## src/rtl/execute_cycle_pkg.sv

```systemverilog
// rtl/execute_cycle_pkg.sv - shared encodings for the execute stage and its RV32M unit
package execute_cycle_pkg;

  localparam logic [2:0] ALU_ADD = 3'b000;
  localparam logic [2:0] ALU_SUB = 3'b001;
  localparam logic [2:0] ALU_AND = 3'b010;
  localparam logic [2:0] ALU_OR  = 3'b011;
  localparam logic [2:0] ALU_SLT = 3'b101;

  localparam logic [1:0] FWD_REG = 2'b00;
  localparam logic [1:0] FWD_WB  = 2'b01;
  localparam logic [1:0] FWD_MEM = 2'b10;

  localparam logic [2:0] MD_MUL    = 3'b000;
  localparam logic [2:0] MD_MULH   = 3'b001;
  localparam logic [2:0] MD_MULHSU = 3'b010;
  localparam logic [2:0] MD_MULHU  = 3'b011;
  localparam logic [2:0] MD_DIV    = 3'b100;
  localparam logic [2:0] MD_DIVU   = 3'b101;
  localparam logic [2:0] MD_REM    = 3'b110;
  localparam logic [2:0] MD_REMU   = 3'b111;

  typedef enum logic [1:0] {
    MD_IDLE = 2'd0,
    MD_BUSY = 2'd1,
    MD_DONE = 2'd2
  } md_state_t;

endpackage

```

## src/rtl/execute_cycle_muldiv_unit.sv

```systemverilog
// rtl/execute_cycle_muldiv_unit.sv - iterative radix-2 RV32M unit (built only with EXEC_MULDIV_EN)
`ifdef EXEC_MULDIV_EN
module muldiv_unit
  import execute_cycle_pkg::*;
(
  input  logic        clk,
  input  logic        rst,
  input  logic        start,
  input  logic [2:0]  op,
  input  logic [31:0] a,
  input  logic [31:0] b,
  output logic        busy,
  output logic        done,
  output logic [31:0] result
);

  md_state_t   state, state_next;
  logic [4:0]  count;
  logic [2:0]  op_q;
  logic [31:0] hi, lo, m;
  logic        neg_q, b_zero_q;

  logic        a_signed, b_signed, a_neg, b_neg, res_neg;
  logic [31:0] a_mag, b_mag;

  always_comb begin
    a_signed = 1'b0;
    b_signed = 1'b0;
    case (op)
      MD_MULH, MD_DIV, MD_REM: begin a_signed = 1'b1; b_signed = 1'b1; end
      MD_MULHSU:               a_signed = 1'b1;
      MD_MUL, MD_MULHU, MD_DIVU, MD_REMU: ;
      default: ;
    endcase
    a_neg   = a_signed & a[31];
    b_neg   = b_signed & b[31];
    res_neg = (op == MD_REM) ? a_neg : (a_neg ^ b_neg);
    a_mag   = a_neg ? -a : a;
    b_mag   = b_neg ? -b : b;
  end

  // lo holds the multiplier (shifts right) or the dividend/quotient (shifts left)
  logic [32:0] mul_sum;
  logic [32:0] div_shift;
  logic        div_ge;
  logic [31:0] div_rem;
  assign mul_sum   = {1'b0, hi} + (lo[0] ? {1'b0, m} : 33'd0);
  assign div_shift = {hi, lo[31]};
  assign div_ge    = div_shift >= {1'b0, m};
  assign div_rem   = div_shift[31:0] - m;

  always_comb begin
    state_next = state;
    busy       = 1'b0;
    done       = 1'b0;
    case (state)
      MD_IDLE: if (start) begin busy = 1'b1; state_next = MD_BUSY; end
      MD_BUSY: begin busy = 1'b1; if (count == 5'd31) state_next = MD_DONE; end
      MD_DONE: begin done = 1'b1; state_next = MD_IDLE; end
      default: state_next = MD_IDLE;
    endcase
  end

  always_ff @(posedge clk) begin
    if (rst) begin
      state    <= MD_IDLE;
      count    <= 5'd0;
      op_q     <= 3'd0;
      hi       <= 32'd0;
      lo       <= 32'd0;
      m        <= 32'd0;
      neg_q    <= 1'b0;
      b_zero_q <= 1'b0;
    end else begin
      state <= state_next;
      if (state == MD_IDLE && start) begin
        op_q     <= op;
        hi       <= 32'd0;
        lo       <= a_mag;
        m        <= b_mag;
        neg_q    <= res_neg;
        b_zero_q <= (b == 32'd0);
        count    <= 5'd0;
      end else if (state == MD_BUSY) begin
        count <= count + 5'd1;
        if (!op_q[2]) begin
          hi <= mul_sum[32:1];
          lo <= {mul_sum[0], lo[31:1]};
        end else if (div_ge) begin
          hi <= div_rem;
          lo <= {lo[30:0], 1'b1};
        end else begin
          hi <= div_shift[31:0];
          lo <= {lo[30:0], 1'b0};
        end
      end
    end
  end

  logic [63:0] prod;
  logic [31:0] quo, rem;
  always_comb begin
    prod = neg_q ? -{hi, lo} : {hi, lo};
    // a zero divisor keeps an all-ones quotient regardless of dividend sign
    quo  = b_zero_q ? 32'hFFFF_FFFF : (neg_q ? -lo : lo);
    rem  = neg_q ? -hi : hi;
    case (op_q)
      MD_MUL:                      result = prod[31:0];
      MD_MULH, MD_MULHSU, MD_MULHU: result = prod[63:32];
      MD_DIV, MD_DIVU:             result = quo;
      default:                     result = rem;
    endcase
  end

endmodule
`endif

```

## src/rtl/execute_cycle.sv

```systemverilog
// rtl/execute_cycle.sv - EX stage: forwarding, ALU, BEQ resolve, EX/MEM register
// Optional RV32M unit compiled in with EXEC_MULDIV_EN.
module execute_cycle
  import execute_cycle_pkg::*;
(
  input  logic        clk,
  input  logic        rst,
  input  logic        RegWriteE,
  input  logic        MemWriteE,
  input  logic        ResultSrcE,
  input  logic        BranchE,
  input  logic        ALUSrcE,
  input  logic [2:0]  ALUControlE,
  input  logic        MulDivE,
  input  logic [2:0]  MulDivOpE,
  input  logic [31:0] RD1_E,
  input  logic [31:0] RD2_E,
  input  logic [31:0] Imm_Ext_E,
  input  logic [31:0] PCE,
  input  logic [31:0] PCPlus4E,
  input  logic [4:0]  RD_E,
  input  logic [1:0]  ForwardA_E,
  input  logic [1:0]  ForwardB_E,
  input  logic [31:0] ResultW,
  output logic        PCSrcE,
  output logic [31:0] PCTargetE,
  output logic        StallE,
  output logic        RegWriteM,
  output logic        MemWriteM,
  output logic        ResultSrcM,
  output logic [4:0]  RD_M,
  output logic [31:0] ALUResultM,
  output logic [31:0] WriteDataM,
  output logic [31:0] PCPlus4M
);

  logic [31:0] src_a, src_b_fwd, src_b, alu_result, ex_result;
  logic        stall;

  always_comb begin
    case (ForwardA_E)
      FWD_REG: src_a = RD1_E;
      FWD_WB:  src_a = ResultW;
      FWD_MEM: src_a = ALUResultM;
      default: src_a = RD1_E;
    endcase
    case (ForwardB_E)
      FWD_REG: src_b_fwd = RD2_E;
      FWD_WB:  src_b_fwd = ResultW;
      FWD_MEM: src_b_fwd = ALUResultM;
      default: src_b_fwd = RD2_E;
    endcase
    src_b = ALUSrcE ? Imm_Ext_E : src_b_fwd;
  end

  always_comb begin
    case (ALUControlE)
      ALU_ADD: alu_result = src_a + src_b;
      ALU_SUB: alu_result = src_a - src_b;
      ALU_AND: alu_result = src_a & src_b;
      ALU_OR:  alu_result = src_a | src_b;
      ALU_SLT: alu_result = {31'd0, $signed(src_a) < $signed(src_b)};
      default: alu_result = 32'd0;
    endcase
  end

  assign PCSrcE    = BranchE & (alu_result == 32'd0);
  assign PCTargetE = PCE + Imm_Ext_E;

`ifdef EXEC_MULDIV_EN
  logic        md_done;
  logic [31:0] md_result;

  muldiv_unit u_muldiv (
    .clk    (clk),
    .rst    (rst),
    .start  (MulDivE),
    .op     (MulDivOpE),
    .a      (src_a),
    .b      (src_b_fwd),
    .busy   (stall),
    .done   (md_done),
    .result (md_result)
  );

  assign ex_result = (MulDivE && md_done) ? md_result : alu_result;
`else
  logic unused_muldiv;
  assign unused_muldiv = ^{MulDivE, MulDivOpE};
  assign stall         = 1'b0;
  assign ex_result     = alu_result;
`endif

  assign StallE = stall;

  // a stalled edge loads a bubble; data fields are don't-care then
  always_ff @(posedge clk) begin
    if (rst) begin
      RegWriteM  <= 1'b0;
      MemWriteM  <= 1'b0;
      ResultSrcM <= 1'b0;
      RD_M       <= 5'd0;
      ALUResultM <= 32'd0;
      WriteDataM <= 32'd0;
      PCPlus4M   <= 32'd0;
    end else begin
      RegWriteM  <= RegWriteE & ~stall;
      MemWriteM  <= MemWriteE & ~stall;
      RD_M       <= stall ? 5'd0 : RD_E;
      ResultSrcM <= ResultSrcE;
      ALUResultM <= ex_result;
      WriteDataM <= src_b_fwd;
      PCPlus4M   <= PCPlus4E;
    end
  end

endmodule

```

## config.mk

```make
export PLATFORM = sky130hd
export DESIGN_NAME = execute_cycle
export DESIGN_NICKNAME = d
export VERILOG_FILES = /design/src/rtl/execute_cycle_pkg.sv /design/src/rtl/execute_cycle_muldiv_unit.sv /design/src/rtl/execute_cycle.sv
export SDC_FILE = /design/constraint.sdc
export NUM_CORES = 1
export LEC_CHECK = 0
export CELL_PAD_IN_SITES_DETAIL_PLACEMENT = 1
export CELL_PAD_IN_SITES_GLOBAL_PLACEMENT = 1
export CORE_MARGIN = 2
export CORE_UTILIZATION = 36
export DETAILED_ROUTE_END_ITERATION = 8
export PLACE_DENSITY_LB_ADDON = 0.1
export SYNTH_ARGS = -nofsm -noshare
export SYNTH_HDL_FRONTEND = slang
export SYNTH_SLANG_ARGS = --single-unit
```

## constraint.sdc

```tcl
create_clock -name clk -period 14 [get_ports clk]
set_clock_uncertainty 0.1 [all_clocks]
set_input_delay 3.5 -clock clk [delete_from_list [all_inputs] [get_ports clk]]
set_output_delay 3.5 -clock clk [all_outputs]
set_load 0.05 [all_outputs]
```

# [After elaboration in Yosys (flattened, before gate mapping)]
# Index checks and enable logic that the tools add are counted.
[word_totals] register_bits=104 in_bits=215 out_inout_bits=138 wordCells=28
[classes] add_sub_neg=3 magnitude_cmp=1 n_eq_ne=8 muxes=4 n_bitwise=3 n_reduce_logical=2
[ops] op="32-bit case mux with 5 select lines" count=1
[ops] op="32-bit case mux with 2 select lines" count=2
[ops] op="32-bit adder" count=2
[ops] op="32-bit AND" count=1
[ops] op="32-bit logical NOT" count=1
[ops] op="32-bit < comparator" count=1
[ops] op="32-bit two-way mux" count=1
[ops] op="32-bit bitwise OR" count=1
[ops] op="32-bit subtractor" count=1
[ops] op="3-bit by 2-bit == test with 1-bit output (second input constant)" count=2
[ops] op="2-bit by 1-bit == test with 1-bit output (second input constant)" count=2
[ops] op="2-bit == test (second input constant)" count=2
[ops] op="3-bit by 1-bit == test with 1-bit output (second input constant)" count=1
[ops] op="3-bit == test (second input constant)" count=1
[ops] op="3-bit logical NOT" count=1
[ops] op="1-bit AND" count=1

# [Longest topological paths before layout]
[depth] ltp_word=7 ltp_mapped=22 depth_no_buf=21

# [Worst setup path after synthesis]
# OpenSTA, ideal clock, no wires.
[synth_timing] path_kind="input port to output port" from="in ForwardB_E[0]" to="out PCSrcE" arrival_ns=8.106 setup_slack_ns=2.294 cell_stages=22 path_buffers=4 cell_sequence="inv_1 -> ha_1 -> clkbuf_1 -> buf_1 -> nor2_1 -> a21oi_1 -> o21ai_0 -> ha_1 -> buf_6 -> or4_1 -> or3_1 -> buf_2 -> nor4_2 -> and4_1 -> nor3_1 -> o31a_1 -> o31a_1 -> a21oi_1 -> mux2i_1 -> o211ai_1 -> nor4_1 -> and3_1"
[synth_via] elab_chain_cells=7 elab_cells_between_ends=12 classes_between="add/sub (2); order compare (1); eq/ne (2); mux (3); bitwise (3); reduce/logical (1)"
[synth_rtl] item="start: declaration" line_no="execute_cycle.sv:23" rtl="input logic [1:0] ForwardB_E,"
[synth_rtl] item="2-bit == test / 2-bit by 1-bit == test with 1-bit output (equally long branches)" line_no="execute_cycle.sv:47" rtl="case (ForwardB_E)"
[synth_rtl] item="32-bit case mux with 2 select lines *" line_no="execute_cycle.sv:47"
[synth_rtl] item="32-bit two-way mux *" line_no="execute_cycle.sv:53" rtl="src_b = ALUSrcE ? Imm_Ext_E : src_b_fwd;"
[synth_rtl] item="32-bit subtractor (tied with other cells)" line_no="execute_cycle.sv:59" rtl="ALU_SUB: alu_result = src_a - src_b;"
[synth_rtl] item="32-bit case mux with 5 select lines *" line_no="execute_cycle.sv:57" rtl="case (ALUControlE)"
[synth_rtl] item="32-bit logical NOT *" line_no="execute_cycle.sv:67" rtl="assign PCSrcE = BranchE & (alu_result == 32'd0);"
[synth_rtl] item="1-bit AND *" line_no="execute_cycle.sv:67"
[synth_rtl] item="end: declaration" line_no="execute_cycle.sv:25" rtl="output logic PCSrcE,"
# Mark *: on every way between the ends. The rest lies on a longest branch, timed or not.

# [Worst setup path after layout]
[layout_timing] from="in ForwardB_E[1]" to="out PCSrcE"
# Same word-level chain as after synthesis.

==> impl_metrics.tcl <==
set metrics [dict create \
    clockRootBuffer "clkbuf_16" \
    multi_input_area_sq_um 7970 \
    ios 353 \
    seq_area_frac_synth_pct 19.2 \
    htreeDepth 3 \
    dp_hpwl_mm 36.3 \
    register_area_sq_um 2080 \
    maxCapViolCount 0 \
    via_per_inst 5.56 \
    dpl_cell_area_sq_um 14600 \
    peakVddDrop_uv 60.9 \
    grt_pass1_vias 12527 \
    drive_above_1_share_pct 3.88 \
    path_cells "clkdlybuf4s50_1 > inv_1 > ha_1 > a22oi_1 > nor2_1 > a21oi_1 > o21ai_0 > ha_1 > or4_1 > a2111oi_0 > o31a_1 > o21ai_0 > nand4_1 > nand3_1 > or4_1 > nor4_1 > and4bb_1 > nand4_1 > nor4_1 > and3_1 > buf_4" \
    max_freq_mhz 75.2 \
    drt_iter0_markers 621 \
    dp.cells 2180 \
    drc 0 \
    post_cts_buffers 0 \
    grt_use_total_pct 28.1 \
    firstDrtPassIters 5 \
    synthesis.area_per_instance_sq_um 7.17 \
    antenna_found_initial 3 \
    p_per_area_nw_per_um2 96.3 \
    fin_nets 2163 \
    crit_slowest_cell "a2111oi_0" \
    yosysWarningCount 0 \
    crit_type "input pin to output port" \
    syn_nets 1872 \
    total_power_mw 1.44 \
    synthCells 1510 \
    p_leak_nw 6.15 \
    dieArea_sq_um 31500 \
    drv_slew 0 \
    netlist_area_sq_um 10800 \
    grt_pass1_wl_mm 69.6 \
    ys_ff_latch 104 \
    rsz0062_at_grt "false" \
    vias 12224 \
    numPortBuffers 347 \
    crit_path_end_kind "output port" \
    fin_util_pct 50.4 \
    crit_arrival_ps 9690 \
    pre_cts_ws_ps 792 \
    holdWs_ps 595 \
    die_h_um 177 \
    stdcell_count 2199 \
    path_max_fanout 13 \
    mostFrequentLayoutCell "clkdlybuf4s50_1" \
    synth_edf_count 0 \
    die_w_um 177 \
    relSlewSlack_pct 32.1 \
    grt_remaining_overflow 0 \
    cts.hold.buffers_added 0 \
    finalCritPeriodShare_pct 94.9 \
    crit_required_ps 10400 \
    routabilityCongestion 0.914 \
    layout_common_cells "343 x clkdlybuf4s50_1, 155 x nor2_1, 142 x ha_1, 139 x a21oi_1, 131 x nand2_1" \
    wl_per_cell_um 20.6 \
    fin_setup_tns_ps 0 \
    finalHoldViolations 0 \
    status "finished clean" \
    period_needed_ps 13290 \
    worstMarginPinSlew_ps 1020 \
    worstSetupStartpointType "input pin" \
    worstSkewPairLatency_ps 390 \
    rows 63 \
    synth.distinct_cells 73 \
    drt_wl_total_mm 45.4 \
    setup_viol 0 \
    cts_tree "built" \
    clock_sinks 104 \
    area_growth_pct 37.8 \
    layout_setup_ws_ps 709 \
    num-fill-cells 3747 \
    cts_buffers 9 \
    hp-class "flop to flop" \
    design.core.area_sq_um 29600 \
    slowest_delay_ps 620 \
    grt_max_degree 57 \
    stdcell_area_sq_um 14900 \
    yosys_most_used_dff "dfxtp_1" \
    async_flop_share_pct 0 \
    clk_path_buf_depth 2 \
    start_util_pct 36.5 \
    ant_nets 0 \
    clk_pin_slew_ps 110 \
    post_cts_resized 0 \
]
-- flip-flops by register name, summed over array words and instances, names as in the netlist --
| register | count |
|---|---|
| RegWriteM | 1 |
| PCPlus4M | 32 |
| ALUResultM | 32 |
| MemWriteM | 1 |
| ResultSrcM | 1 |
| WriteDataM | 32 |
| RD_M | 5 |
-- worst paths after layout --
kind	endpoint	depth (start not counted)	start	slack (ps)
max	PCSrcE	21	ForwardB_E[1]	710
min	WriteDataM[11]	4	ALUResultM[11]	600
max reg2reg	ALUResultM[28]	19	ALUResultM[0]	9180
min reg2reg	WriteDataM[11]	4	ALUResultM[11]	600
-- critical path, delay by kind of cell --
kind,cells,cell delay [ps]
fa+ha+maj,2,860
compound gates,6,1650
simple gates,10,2920
buf+inv,3,750
-- cell usage after synthesis, drive strengths merged (6+ instances only) --
library cell	number	share of area [%]
mux2i	10	0.92
a21oi	139	6.4
or3	10	0.58
a2111oi	6	0.54
or4	7	0.49
a21o	20	1.4
a211o	6	0.49
xor2	12	0.97
clkbuf	75	2.6
nand4	16	0.92
inv	114	4.0
o21a	11	0.76
xnor2	38	3.1
nor2	155	5.4
nor3	36	1.7
nor4	11	0.69
ha	144	17
a31oi	12	0.69
a22oi	65	4.5
o211ai	13	0.90
nor2b	68	3.9
dfxtp	104	19
o31ai	10	0.69
o31a	8	0.65
or2	9	0.52
o21bai	15	1.0
o21ai	117	5.4
buf	16	0.70
o22ai	8	0.46
a211oi	18	1.2
nand2b	16	0.99
nand3	23	1.1
nand2	131	4.5
-- layout make-up --
cell class / count / share of cell area [%]
multi-input combinational: 1201 / 53.4
timing repair buffer: 371 / 24.4
sequential: 104 / 14.0
tap: 390 / 3.27
inverter: 114 / 2.87
clock buffer: 9 / 1.51
clock inverter: 7 / 0.578
antenna: 3 / 0.0503
-- power breakdown --
group	switching [mW]	internal (mW)
registers	0.0114	0.318
clock network	0.154	0.129
logic	0.518	0.308
total	0.683	0.754
-- layer usage --
layer	wire, um	vias to the layer above	part of all wire [%]	global-route usage, %
met5	0	-	0	0
li1	-	5907	-	-
met3	3250	44	7.2	4.91
met2	20800	403	46	47.2
met1	20500	5870	45	37.0
met4	840	0	1.9	7.55
-- logic make-up after synthesis --
logic type	Yosys count	share of synthesized area [%]
AO/OA/AOI/OAI	496	29.3
AND/OR/NAND/NOR	495	21.7
buffers and inverters	205	7.25
adder cells (fa/ha/maj)	147	17.2
flip-flops	104	19.2
XOR/XNOR	50	4.04
multiplexers	12	1.24
other	1	0.0346
No activity file was read; power rests on OpenSTA's default activity.
==> variant 1: new RTL, same flow settings <==
Take the reset off `ALUResultM` and load it in a clocked block of its own.
--- a/src/rtl/execute_cycle.sv
+++ b/src/rtl/execute_cycle.sv
@@ -102,3 +102,2 @@
       RD_M       <= 5'd0;
-      ALUResultM <= 32'd0;
       WriteDataM <= 32'd0;
@@ -110,3 +109,2 @@
       ResultSrcM <= ResultSrcE;
-      ALUResultM <= ex_result;
       WriteDataM <= src_b_fwd;
@@ -116,2 +114,6 @@
 
+  always_ff @(posedge clk) begin
+    ALUResultM <= ex_result;
+  end
+
 endmodule
Check against the original RTL: not equivalent (a bounded check fails within 4 cycles, from zero or initial values and one cycle with rst high).
==> variant 1 against the unedited design <==
Power increased by 6.2%. Hold slack improved by 0.0034 ns. Wire length increased by 13%. Clock power decreased by 6%. Sequential cell count unchanged. Setup slack got worse by 0.12 ns. Cell area increased by 0.74%. Synthesized area increased by 1.0%.
==> variant 1: results (changes against the unedited design) <==
WL_PER_CELL_UM=23.2  # +12%
CRIT_ARRIVAL_NS=9.82  # +0.13 ns
CRITPATHLAUNCH='ForwardB_E[0]'
FILLER_CELL_COUNT=3714  # -0.88%
VDD_DROP_MAX_uV=71.2  # +17%
FMAXACHIEVABLE_MHz=74.5  # -0.93%
R2R.WORST_PATH.CELLS=15  # -4
STARTING_DRC_COUNT_IN_DETAILED_ROUTING=670  # +7.9%
SYNTH_SEQ_AREA_SHARE=0.190  # -0.00196
POST_SYNTH_TOP_CELLS='sky130_fd_sc_hd__nor2_1, sky130_fd_sc_hd__ha_1, sky130_fd_sc_hd__nand2_1'
SWITCHING_PART_OF_THE_TOTAL=0.486  # +0.0107
NUMBER_OF_ANTENNA_VIOLATIONS_AT_THE_FIRST_CHECK_IN_GLOBAL_ROUTING=11  # +8
GRT_PASS1_VIAS=12900  # +2.6%
VIAS_PER_CELL=5.68  # +2.2%
RR_STARTPOINT='ALUResultM[2]'
POST_ROUTE_CELLS_DRIVE_ABOVE_1_SHARE=0.0344  # -0.00432
YOSYS.CELL_TYPES.COUNT=78  # +6.8%
GRT_START_MAX_NET_PINS=73  # +28%
CLK_TRANSITION_REPORTED_PATHS_NS=0.08  # -0.03 ns
SYN-MEAN-INSTANCE-AREA_UM2=7.27  # +1.3%
NETS=2157  # -0.28%
DELAY_CONTRIBUTED_BY_THE_SLOWEST_STAGE_OF_THE_CRITICAL_PATH_NS=0.74  # +0.12 ns
WORST_CASE_SETUP_SLACK_AFTER_PLACEMENT_NS=0.790  # -0.00124 ns
TOTAL_LEAKAGE_POWER_uW=0.00627  # +2.0%
RRSETUPSLACK_NS=9.29  # +0.11 ns
GRT_PASS1_WL_UM=74600  # +7.1%
OUTCOME='complete, no violations'
REG2REG_TO='ALUResultM[31]'
MAX_SLEW.WORST_PIN.SLEW_NS=1.01  # -0.00686 ns
GRT_USE_TOTAL=0.309  # +0.0279
DPL.HPWL_UM=42200  # +16%
PLACE_CONGESTION=0.909  # -0.63%
WORST_PATH_MAX_DELAY_CELL='sky130_fd_sc_hd__ha_2'
SYNTH.AREA.TOP_CELLS='sky130_fd_sc_hd__dfxtp_1, sky130_fd_sc_hd__ha_1, sky130_fd_sc_hd__a21oi_1'
WORST-PATH-MAX-FANOUT=34  # +21
ROUTED_WIRELENGTH_UM=51200  # +13%
==> variant 1: changes by cell type after synthesis, moves of 9 or more <==
cell	change
sky130_fd_sc_hd__a211oi_1	+9
sky130_fd_sc_hd__a21o_1	+10
sky130_fd_sc_hd__a21oi_1	-17
sky130_fd_sc_hd__nor2_1	-9
sky130_fd_sc_hd__nor2b_1	-12
sky130_fd_sc_hd__nor3_1	-11
sky130_fd_sc_hd__o211ai_1	+17
sky130_fd_sc_hd__o21a_1	+10
==> variant 1: tightest hold or removal path, delay by kind of cell (launching register included) <==
kind             cells  cell delay [ns]
AND/OR/NAND/NOR      2             0.17
AO/OA/AOI/OAI        2             0.14
flip-flops           1             0.35
==> variant 1: power by group through the flow <==
stage	Sequential (uW)	Combinational [uW]	Clock [uW]
after floorplan	446	481	0
after global placement	350	887	0
after detailed placement	351	904	0
after CTS	344	909	271
after global routing	347	980	283
final	345	915	266
==> variant 1: layer usage <==
metal  wire, um  global-route usage  vias up
met3       3050              0.0622       79
met2      26200               0.556      372
met1      20300               0.354     6106
met5         22                   0        -
li1           -                   -     5971
met4       1660               0.130        4
==> variant 1: cell families after synthesis <==
group                      count (synthesis)  share of synthesized area
and+or+nand+nor                          473                      0.207
AOI/OAI and AO/OA                        531                      0.322
muxes                                      7                    0.00755
adders and majority gates                147                      0.170
buffers and inverters                    203                     0.0711
other                                      1                   0.000343
DFF                                      104                      0.190
xor gates and xnor gates                  40                     0.0320
==> variant 1: through the flow <==
step	total power (uW)	util
2_1_floorplan	927	-
3_3_place_gp	1240	0.493
3_5_place_dp	1250	0.493
4_1_cts	1520	0.503
5_1_grt	1610	0.504
6_report	1530	0.505
==> variant 1: layout make-up <==
class	count	area, um^2	area share
Clock inverter	6	57.6	0.00383
Antenna cell	16	40.0	0.00266
Tap cell	390	488	0.0325
Timing Repair Buffer	368	3610	0.240
Sequential cell	104	2080	0.138
Clock buffer	10	239	0.0159
Multi-Input combinational cell	1199	8090	0.538
Inverter	113	424	0.0282
==> variant 1: worst min path at each step <==
stage / to / cells past startpoint / slack [ns] / from
floorplan: WriteDataM[0] / 4 / 0.88 / ALUResultM[0]
global placement: WriteDataM[16] / 4 / 0.58 / ALUResultM[16]
detailed placement: WriteDataM[23] / 4 / 0.59 / ALUResultM[23]
CTS: WriteDataM[23] / 4 / 0.60 / ALUResultM[23]
global route: WriteDataM[17] / 4 / 0.64 / ALUResultM[17]
finish: WriteDataM[17] / 4 / 0.60 / ALUResultM[17]
==> variant 2: new RTL, config.mk and constraints unchanged <==
Made on the original files. The option `EXEC_MULDIV_EN` is turned on by a define.
--- a/src/rtl/execute_cycle_muldiv_unit.sv
+++ b/src/rtl/execute_cycle_muldiv_unit.sv
@@ -1,2 +1,4 @@
 // rtl/execute_cycle_muldiv_unit.sv - iterative radix-2 RV32M unit (built only with EXEC_MULDIV_EN)
+`define EXEC_MULDIV_EN
+
 `ifdef EXEC_MULDIV_EN
Check against the original RTL: not equivalent (Yosys sat finds a counterexample within 4 cycles, from zero or initial values and one cycle with rst high).
==> variant 2 against the unedited design <==
Setup slack worse by 0.31 ns. Synthesized area is 110% higher. Sequential cell count is 108 higher. Combinational power is 94% higher. Sequential share of layout area is 1.1 points higher. Utilization is 4.5 points lower. Cell count is 95% higher. Die area is 100% higher. Cell area is 90% higher. Wire length grew to 2.7 times the old value. Power is 120% higher. First-iteration DRC count grew to 3.5 times the old value.
==> variant 2: results (changes against the unedited design) <==
HOLDCRITSTARTPOINT='u_muldiv.op_q[0]'
POSTPLACECELLAREA_UM2=27300  # +87%
CRIT_ARRIVAL_NS=10.00  # +0.31 ns
YOSYS.CELL_TYPES.COUNT=85  # +16%
CRITPATHLAUNCH='ForwardA_E[0]'
POST_ROUTE_CELLS_DRIVE_ABOVE_1_SHARE=0.0683  # +0.0295
GRT_USE_TOTAL=0.361  # +0.0795
P_SWITCHING_uW=1420  # +110%
FILLER_CELL_COUNT=7671  # +100%
CLKLATENCYLATEPIN_NS=0.61  # +0.22 ns
DPL.HPWL_UM=98200  # +170%
WORST-PATH-MAX-FANOUT=31  # +18
HOLDPATHSTAGES=2  # -2
RRSETUPSLACK_NS=8.40  # -0.78 ns
CTSLONGESTPATHBUFFERS=3  # +1
VIAS_PER_CELL=6.06  # +9.0%
R2R.WORST_PATH.CELLS=15  # -4
TOTAL_LEAKAGE_POWER_uW=0.0118  # +92%
POST_SYNTH_TOP_CELLS='sky130_fd_sc_hd__nor2_1, sky130_fd_sc_hd__nand2_1, sky130_fd_sc_hd__o21ai_0'
PLACE_CONGESTION=1.04  # +14%
SYNTH_NETS=3541  # +89%
DETAILEDROUTE.FIRSTPASSITERATIONCOUNT=6  # +1
NETS=3856  # +78%
GRT_PASS1_WL_UM=173000  # +150%
GRT_START_MAX_NET_PINS=85  # +49%
ROUTED_WIRELENGTH_UM=121000  # +170%
SYNTH_SEQ_AREA_SHARE=0.189  # -0.00364
CLK_TRANSITION_REPORTED_PATHS_NS=0.05  # -0.06 ns
GRT_PASS1_VIAS=26100  # +110%
SYNTH.AREA.TOP_CELLS='sky130_fd_sc_hd__dfxtp_1, sky130_fd_sc_hd__ha_1, sky130_fd_sc_hd__o21ai_0'
REG2REG_TO='ALUResultM[25]'
WORST_PATH_MAX_DELAY_CELL='sky130_fd_sc_hd__a31oi_1'
STARTING_DRC_COUNT_IN_DETAILED_ROUTING=2187  # +250%
RR_STARTPOINT='ALUResultM[0]'
CTS.HTREE.LEVELS=1  # -2
VDD_DROP_MAX_uV=89.7  # +47%
MAX_SLEW.WORST_PIN.SLEW_NS=1.32  # +0.304 ns
NUMCTSBUFFERS=28  # +19
OUTCOME='complete, no violations'
HOLD_PATH.CLASS='reg2reg'
IO_BUFFERS=352  # +1.4%
==> variant 2: cell count changes in the layout (fill, tap and decap cells not counted), sizes merged, moves of 88 or more <==
cell	unedited run	this run
dfxtp	104	212
buf	28	126
a211oi	18	106
nor2	155	324
nand2	131	280
o21ai	117	290
==> variant 2: layout make-up <==
type / count / area, um^2 / share of cell area
Timing Repair Buffer: 474 / 4450 / 0.157
Clock buffer: 34 / 753 / 0.0266
Inverter: 172 / 646 / 0.0228
Sequential cell: 212 / 4250 / 0.150
Antenna cell: 5 / 12.5 / 0.000442
Clock inverter: 16 / 238 / 0.00840
Multi-Input combinational cell: 2534 / 16900 / 0.597
Tap cell: 837 / 1050 / 0.0370
==> variant 2: what timing repair did <==
action                                  CTS  global route
setup buffers                             0             0
resized for setup                         0             2
endpoints found under the setup margin    0             1
==> variant 2: power groups by stage <==
| stage | Combinational (uW) | Sequential (uW) | Clock [uW] |
|---|---|---|---|
| detailed placement | 1560 | 733 | 0 |
| global placement | 1540 | 733 | 0 |
| CTS | 1570 | 721 | 803 |
| finish | 1600 | 725 | 795 |
| global route | 1690 | 728 | 826 |
| floorplan | 890 | 790 | 0 |
==> variant 2: cells by family (layout without fill, tap and decap cells) <==
logic type	after synthesis	count (layout)	share of synthesized area
other	0	5	0
multiplexers	55	55	0.0253
adder cells (fa/ha/maj)	219	219	0.123
AND/OR/NAND/NOR	976	976	0.204
buffers and inverters	361	696	0.0616
AO/OA/AOI/OAI	1077	1077	0.317
XOR/XNOR	207	207	0.0806
flip-flops	212	212	0.189
==> variant 2: stage by stage <==
step | cells | setup slack [ns]
5_1_grt | 4280 | 0.0614
6_report | 4284 | 0.399
4_1_cts | 4279 | 0.380
3_3_place_gp | 4228 | 0.577
3_5_place_dp | 4229 | 0.420
2_1_floorplan | 3107 | 1.25
==> variant 2: worst min-delay path by stage <==
stage	end	slack [ns]
6_report	u_muldiv.op_q[0]	0.36
5_1_grt	u_muldiv.count[4]	0.39
4_1_cts	u_muldiv.op_q[0]	0.36
3_5_place_dp	u_muldiv.op_q[0]	0.35
3_3_place_gp	u_muldiv.op_q[0]	0.34
2_1_floorplan	u_muldiv.op_q[0]	0.34
==> variant 2: per-layer routing <==
metal	vias up	share of wire	track usage	wire length [um]
met5	-	0	0	0
met4	0	0.050	0.167	6000
met2	1089	0.45	0.585	54900
li1	11900	-	-	-
met3	203	0.076	0.0659	9250
met1	12800	0.42	0.462	51000
